===== src/rtl/vec_alu_seq.sv =====
// Sequential vector ALU: processes LANES elements per clock over a length-clamped vector.
// Optional macro VEC_ALU_SAT_EN makes add/mul saturate and sub clamp at zero.
module vec_alu_seq #(
    parameter int unsigned BITS  = 8,
    parameter int unsigned N     = 64,
    parameter int unsigned LANES = 4
) (
    input  logic                       clk,
    input  logic                       rst,
    input  logic [N-1:0][BITS-1:0]     a,
    input  logic [N-1:0][BITS-1:0]     b,
    input  logic [BITS-1:0]            len,
    input  logic [2:0]                 op,
    input  logic                       start,
    output logic [N-1:0][BITS-1:0]     res,
    output logic                       busy,
    output logic                       done
);

    localparam int unsigned CW = $clog2(N + LANES + 1);
    localparam int unsigned LW = (BITS > CW) ? BITS : CW;
    localparam int unsigned IW = (N > 1) ? $clog2(N) : 1;

    typedef enum logic [1:0] {
        IDLE,
        RUN,
        DONE
    } state_t;

    state_t                   state_q, state_d;
    logic [2:0]               op_q, op_d;
    logic [CW-1:0]            len_q, len_d;
    logic [CW-1:0]            idx_q, idx_d;
    logic [N-1:0][BITS-1:0]   res_q, res_d;

    logic [LW-1:0]            len_ext;
    logic [CW-1:0]            len_eff;
    logic [CW-1:0]            pos;

    function automatic logic [BITS-1:0] alu_f(input logic [2:0]      f_op,
                                               input logic [BITS-1:0] x,
                                               input logic [BITS-1:0] y);
        logic [BITS-1:0] r;
`ifdef VEC_ALU_SAT_EN
        logic [BITS:0]     sum;
        logic [2*BITS-1:0] prod;
        sum  = {1'b0, x} + {1'b0, y};
        prod = {{BITS{1'b0}}, x} * {{BITS{1'b0}}, y};
`endif
        r = '0;
        case (f_op)
`ifdef VEC_ALU_SAT_EN
            3'b000:  r = sum[BITS] ? '1 : sum[BITS-1:0];
            3'b001:  r = (x < y) ? '0 : x - y;
            3'b010:  r = (|prod[2*BITS-1:BITS]) ? '1 : prod[BITS-1:0];
`else
            3'b000:  r = x + y;
            3'b001:  r = x - y;
            3'b010:  r = x * y;
`endif
            3'b011:  r = x & y;
            3'b100:  r = x | y;
            3'b101:  r = x ^ y;
            3'b110:  r = (x < y) ? x : y;
            3'b111:  r = (x < y) ? y : x;
            default: r = '0;
        endcase
        return r;
    endfunction

    assign len_ext = LW'(len);
    assign len_eff = (len_ext > LW'(N)) ? CW'(N) : CW'(len_ext);

    always_comb begin
        state_d = state_q;
        op_d    = op_q;
        len_d   = len_q;
        idx_d   = idx_q;
        res_d   = res_q;
        pos     = '0;

        if (state_q == RUN) begin
            // Lanes past len_eff are skipped so the tail of res stays cleared.
            for (int unsigned k = 0; k < LANES; k++) begin
                pos = idx_q + CW'(k);
                if (pos < len_q) begin
                    res_d[pos[IW-1:0]] = alu_f(op_q, a[pos[IW-1:0]], b[pos[IW-1:0]]);
                end
            end
            idx_d = idx_q + CW'(LANES);
            if (idx_d >= len_q) begin
                state_d = DONE;
            end
        end

        if ((state_q != RUN) && start) begin
            op_d    = op;
            len_d   = len_eff;
            idx_d   = '0;
            res_d   = '0;
            state_d = (len_eff == '0) ? DONE : RUN;
        end
    end

    always_ff @(posedge clk or posedge rst) begin
        if (rst) begin
            state_q <= IDLE;
            op_q    <= '0;
            len_q   <= '0;
            idx_q   <= '0;
            res_q   <= '0;
        end else begin
            state_q <= state_d;
            op_q    <= op_d;
            len_q   <= len_d;
            idx_q   <= idx_d;
            res_q   <= res_d;
        end
    end

    assign res  = res_q;
    assign busy = (state_q == RUN);
    assign done = (state_q == DONE);

endmodule


===== config.mk =====
export PLATFORM = sky130hd
export DESIGN_NAME = vec_alu_seq
export DESIGN_NICKNAME = d
export VERILOG_FILES = /design/src/rtl/vec_alu_seq.sv
export SDC_FILE = /design/constraint.sdc
export NUM_CORES = 2
export LEC_CHECK = 0
export BUFFER_PORTS_ARGS = -buffer_cell sky130_fd_sc_hd__clkbuf_2
export CAP_MARGIN = 10
export CORE_AREA = 2 2 606 608
export DETAILED_ROUTE_END_ITERATION = 16
export DIE_AREA = 0 0 608 610
export PLACE_DENSITY = 0.3
export SYNTH_ARGS = -nofsm -noshare
export SYNTH_HDL_FRONTEND = slang
export SYNTH_SLANG_ARGS = --single-unit

===== constraint.sdc =====
create_clock -name clk -period 20.4 [get_ports clk]
set_clock_uncertainty 0.2 [all_clocks]
set_input_delay 1.02 -clock clk [delete_from_list [all_inputs] [get_ports clk]]
set_output_delay 1.02 -clock clk [all_outputs]
set_load 0.05 [all_outputs]

# After elaboration in Yosys (flattened, before gate mapping)
# Cells that the tools add are included.
dict set report word_totals {
  ff_bits 531
  latchBits 0
  mem_bits_rw 0
  romBits 0
  inputBits 1038
  word_cells 198
  memories 0
}
dict set report classes {
  add_sub_neg 12
  mul 4
  div_mod_pow 0
  magnitude_cmp 18
  n_eq_ne 10
  shifts 0
  muxes 64
  bitwise_logic 12
  n_reduce_logical 10
}
# operator count
set op_table {}
lappend op_table {{512-bit 2-to-1 mux} 9}
lappend op_table {{512-bit bitwise mux} 4}
lappend op_table {{8-bit binary-select mux with 6-bit select} 8}
lappend op_table {{8-bit case mux with 8 select lines} 4}
lappend op_table {{8-bit 2-to-1 mux} 28}
lappend op_table {{8-bit demux with 6-bit select} 4}
lappend op_table {{8-bit adder} 4}
lappend op_table {{8-bit bitwise AND} 4}
lappend op_table {{8-bit less-than comparator} 4}
lappend op_table {{8-bit by 8-bit multiplier with 8-bit output} 4}
lappend op_table {{8-bit bitwise OR} 4}
lappend op_table {{8-bit subtractor} 4}
lappend op_table {{8-bit XOR} 4}
lappend op_table {{6-bit by 7-bit less-than comparator with 1-bit output (second input constant)} 4}
lappend op_table {{7-bit less-than comparator} 4}
lappend op_table {{6-bit by 1-bit greater-or-equal comparator with 1-bit output (second input constant)} 4}
lappend op_table {{7-bit 2-to-1 mux} 3}
lappend op_table {{7-bit by 2-bit adder with 7-bit output (second input constant)} 2}
lappend op_table {{3-bit == test (second input constant)} 4}
lappend op_table {{8-bit by 7-bit greater-than comparator with 1-bit output (second input constant)} 1}
lappend op_table {{2-bit 2-to-1 mux} 4}
lappend op_table {{7-bit by 1-bit adder with 7-bit output (second input constant)} 1}
lappend op_table {{7-bit by 3-bit adder with 7-bit output (second input constant)} 1}
lappend op_table {{7-bit greater-or-equal comparator} 1}
lappend op_table {{other kinds (10)} 16}

# Longest topological paths before layout
dict set report depth {
  depth_word 20
  mapped_depth 32
  depth_no_buf 25
}

# Worst setup path after synthesis
# OpenSTA, ideal clock, no wires.
dict set report synth_timing {
  path_type {register to register}
  startpoint {register idx_q[2]}
  endpoint {register res_q, in the netlist res[295]}
  t_arrival_ns 6.239
  setup_slack_ns 13.838
  stages_incl_launch_ff 29
  cell_sequence {dfrtp_1 -> buf_4 -> buf_4 -> buf_4 -> buf_4 -> buf_4 -> mux2_2 -> a221oi_1 -> nor3_1 -> nor4_2 -> inv_1 -> ha_1 -> fa_1 -> fa_1 -> ha_1 -> inv_1 -> fa_1 -> inv_1 -> ha_1 -> a21o_1 -> a21oi_1 -> xnor2_1 -> xnor2_1 -> xnor3_1 -> xnor3_1 -> nor2_1 -> a221oi_2 -> buf_2 -> o2bb2ai_1}
}
dict set report synth_between {
  elab_chain_len 20
}
# item line_no
set synth_lines {}
lappend synth_lines {{start, declared} 33} ;# logic [CW-1:0] idx_q, idx_d;
lappend synth_lines {{start signal, assigned} 116} ;# idx_q <= idx_d;
lappend synth_lines {{parallel branches: the longest is 17 deep, another holds 8-bit by 8-bit multiplier with 8-bit output} n/a}
lappend synth_lines {{512-bit 2-to-1 mux *} 86} ;# if (pos < len_q) begin
lappend synth_lines {{512-bit 2-to-1 mux *} 82} ;# if (state_q == RUN) begin
lappend synth_lines {{512-bit 2-to-1 mux *} 96} ;# if ((state_q != RUN) && start) begin
lappend synth_lines {{end signal, assigned} 117} ;# res_q <= res_d;
lappend synth_lines {{end, declared} 34} ;# logic [N-1:0][BITS-1:0] res_q, res_d;
# Mark *: on every way between the ends. The select of a mux whose other input is x is not followed.
# A chain may end at the register's enable or synchronous reset.

# Final worst setup path
dict set report layout_timing {
  startpoint {register idx_q[4]}
  endpoint {register res_q, in the netlist res[255]}
}
# The elaborated chain is that of the path after synthesis.

==> flow_metrics.env <==
export IMPL_p_per_area_nw_per_um2=207
export IMPL_clockPowerShare_pct=11.2
export IMPL_areaGrowthSynthToFinish_pct=47.4
export IMPL_synth_xor_area_share_pct=2.83
export IMPL_synth_common_cells="529 x dfrtp_1, 468 x a22o_1, 272 x nor2_1"
export IMPL_p_leak_uw=0.0243
export IMPL_cts_resized_gates=0
export IMPL_max_cap_violations=0
export IMPL_clockBufferDepth=3
export IMPL_critPathMaxStageDelay_ps=990
export IMPL_p_seq_share_pct=11.2
export IMPL_htreeDepth=3
export IMPL_grt_pass1_wl_um=516000
export IMPL_grt_max_degree=119
export IMPL_synth_fa_ha_area_share_pct=9.32
export IMPL_dpl_hpwl_um=357000
export IMPL_ctsHoldBuffers=0
export IMPL_hp_class="flip-flop to flip-flop"
export IMPL_power_internal_uw=4710
export IMPL_synth_top_area_share_pct=36.7
export IMPL_fmax_mhz=107
export IMPL_path_cells="buf_12 -> buf_12 -> nand2_1 -> o311ai_0 -> o21a_1 -> inv_1 -> ha_1 -> fa_1 -> inv_1 -> fa_1 -> inv_1 -> ha_1 -> inv_1 -> fa_1 -> inv_1 -> ha_1 -> a21o_1 -> a21oi_1 -> xnor2_1 -> xnor2_1 -> xnor2_1 -> xnor3_1 -> a22oi_2 -> o21ai_0"
export IMPL_fin_nets=6318
export IMPL_synth_most_common_cell="dfrtp_1"
export IMPL_p_sw_share_pct=57.3
export IMPL_tightest_slew_ps=1310
export IMPL_drcViolationCount=0
export IMPL_die_y_um=610
export IMPL_initial_core_util_pct=9.90
export IMPL_layout_drive_gt1_share_pct=40.0
export IMPL_syn_num_nets=4791
export IMPL_synth_compound_area_share_pct=26.7
export IMPL_ys_flop_type="dfrtp_1"
export IMPL_synth_area_mux_share_pct=9.42
export IMPL_via_per_inst=4.13
export IMPL_ys_ff_latch=529
export IMPL_synth_cell_types=94
export IMPL_clk_pin_slew_ps=50
export IMPL_endpoint_kind="flip-flop"
export IMPL_synthTopCellsByArea="dfrtp_1 37%, a22o_1 11%, ha_1 6.2%, mux4_2 5.4%, fa_1 3.1%"
export IMPL_status="complete, no violations"
export IMPL_clockRootBuffer="clkbuf_16"
export IMPL_place_gp_congestion=1.05
export IMPL_relSlewSlack_pct=12.8
export IMPL_numCtsBuffers=69
export IMPL_fin_cells=10100
export IMPL_power_switching_uw=6310
export IMPL_die_area_um2=371000
export IMPL_startpoint_type="flip-flop"
export IMPL_crit_required_ps=20660
export IMPL_routedWlPerCell_um=41.7
export IMPL_wirelength_um=421000
export IMPL_post_cts_buffers=0
export IMPL_path_common_cell="inv_1"
export IMPL_path_buf_inv=7
export IMPL_ys_async_sr_fraction_pct=100
export IMPL_vdd_drop_max_v=0.000208
export IMPL_antenna_found_initial=321
export IMPL_io_pins=1552
export IMPL_yosys_warnings=0
export IMPL_clkSinkCount=529
export IMPL_arrival_ps=9650
export IMPL_rows=222
export IMPL_min_period_over_period_pct=46.0
export IMPL_grt_pass1_vias=40100
export IMPL_setup_viol=0
export IMPL_cp_slowest_cell="dfrtp_4"
export IMPL_syn_inst=3518
export IMPL_tns_ps=0
export IMPL_critPathKind="flip-flop to flip-flop"
export IMPL_finalHoldViolCount=0
export IMPL_synth_area_um2=36100
export IMPL_comb_power_share_pct=77.6
export IMPL_slew_viol_final=0
export IMPL_die_w_um=608
export IMPL_grt_usage_pct=21.9
export IMPL_nFillCells=41700
export IMPL_ant_nets=0
export IMPL_synth_top_family_by_area="compound AO/OA/AOI/OAI gates"
export IMPL_syn_avg_cell_area_um2=10.3
export IMPL_rsz0062_at_grt="false"
export IMPL_coreArea_um2=364000
export IMPL_crit_fanout=100
export IMPL_dr_pass1_iters=8
export IMPL_clk_latency_ps=680
export IMPL_vias=41700
export IMPL_place_inst=9790
export IMPL_yosysTopAreaCell="dfrtp_1"
export IMPL_synth_edf_count=0
export IMPL_period_needed_ps=9390
export IMPL_cts_tree="built"
export IMPL_port_buffers=1551
export IMPL_synth_simple_area_share_pct=9.25
export IMPL_first_iter_violations=4832
export IMPL_grt_overflow_total=0
export IMPL_synth_seq_area_share_pct=36.7
export IMPL_crit_family="compound AO/OA/AOI/OAI gates"
layout make-up:
cell class	instances	area, µm²	area share [%]
diodes	183	458	0.861
clock buffers	101	1930	3.62
clock inverters	19	304	0.572
inverters	219	832	1.56
multi-input cells	2519	21400	40.2
flip-flops and latches	529	13300	24.9
well taps	4816	6030	11.3
repair buffers	1707	9000	16.9
power groups by stage:
| stage | Clock, µW | Sequential (µW) | Combinational, µW |
|---|---|---|---|
| floorplan | 0 | 1460 | 4750 |
| global placement | 0 | 1250 | 8610 |
| detailed placement | 0 | 1250 | 8560 |
| CTS | 1270 | 1230 | 8600 |
| global route | 1310 | 1250 | 9190 |
| finish | 1230 | 1230 | 8550 |
cells in the final DEF (no fill, tap or decap), drive strengths merged, types with 18 or more instances in the layout:
master / netlist / final
clkbuf: 138 / 1652
dfrtp: 529 / 529
a22o: 468 / 468
nor2: 272 / 272
inv: 217 / 223
nand2: 211 / 211
diode: 0 / 183
ha: 179 / 179
a21oi: 175 / 175
buf: 113 / 156
mux2i: 104 / 104
o21ai: 98 / 98
a22oi: 92 / 92
xnor2: 91 / 91
mux4: 86 / 86
a221oi: 81 / 81
o22ai: 59 / 59
fa: 56 / 56
nor3: 38 / 38
mux2: 37 / 37
nor2b: 34 / 34
o2bb2ai: 28 / 28
nand3: 26 / 26
nand2b: 23 / 23
a211oi: 22 / 22
o31ai: 20 / 20
o221ai: 18 / 18
o211ai: 18 / 18
worst register-to-register path: cells and delay by family (launching register included):
kind	cells	cell delay [ps]
AND/OR/NAND/NOR	1	930
buffers and inverters	7	1670
AO/OA/AOI/OAI	6	2500
XOR/XNOR	4	900
adder cells (fa/ha/maj)	6	1990
flip-flops	1	990
flip-flops by register name, indices dropped and copies added, names as in the netlist:
register / cells
idx_q: 5
len_q: 7
op_q: 3
res: 512
state_q: 2
cells by family after synthesis:
family / count (synthesis)
AOI/OAI and AO/OA: 1246
xor gates and xnor gates: 107
adders and majority gates: 235
buffers and inverters: 470
DFF: 529
muxes: 227
and+or+nand+nor: 704
stage by stage:
step / worst slack (ps) / hold slack [ps] / power [µW] / utilization (%) / instance area (µm²)
after CTS: 11140 / 282 / 11100 / 14.5 / 52700
after global placement: 11200 / 263 / 9860 / 13.8 / 50500
final: 11010 / 274 / 11000 / 14.6 / 53200
after global routing: 10660 / 299 / 11700 / 14.5 / 53000
after detailed placement: 11190 / 269 / 9810 / 13.9 / 50500
after floorplan: 4400 / 269 / 6210 / - / 36100
path summary, 6_finish.rpt:
kind,startpoint,to,slack [ps],cells past startpoint
max,idx_q[4],res[255],11010,24
min,res[111],res[111],270,2
max reg2reg,idx_q[4],res[255],11010,24
min reg2reg,res[111],res[111],270,2
max in group asynchronous,rst,res[380],15860,6
min in group asynchronous,rst,res[458],300,2
per-layer routing:
metal  share of wire [%]  wire length [µm]  global-route usage, %  vias up
met5                0.19               801                      0        -
met4                 3.8             16000                   8.16      130
met3                  11             44900                   8.85      609
met2                  45            190000                   34.4     2574
met1                  40            169000                   26.6    21800
li1                    -                 -                      -    16600
(Power assumes the default switching activity.)
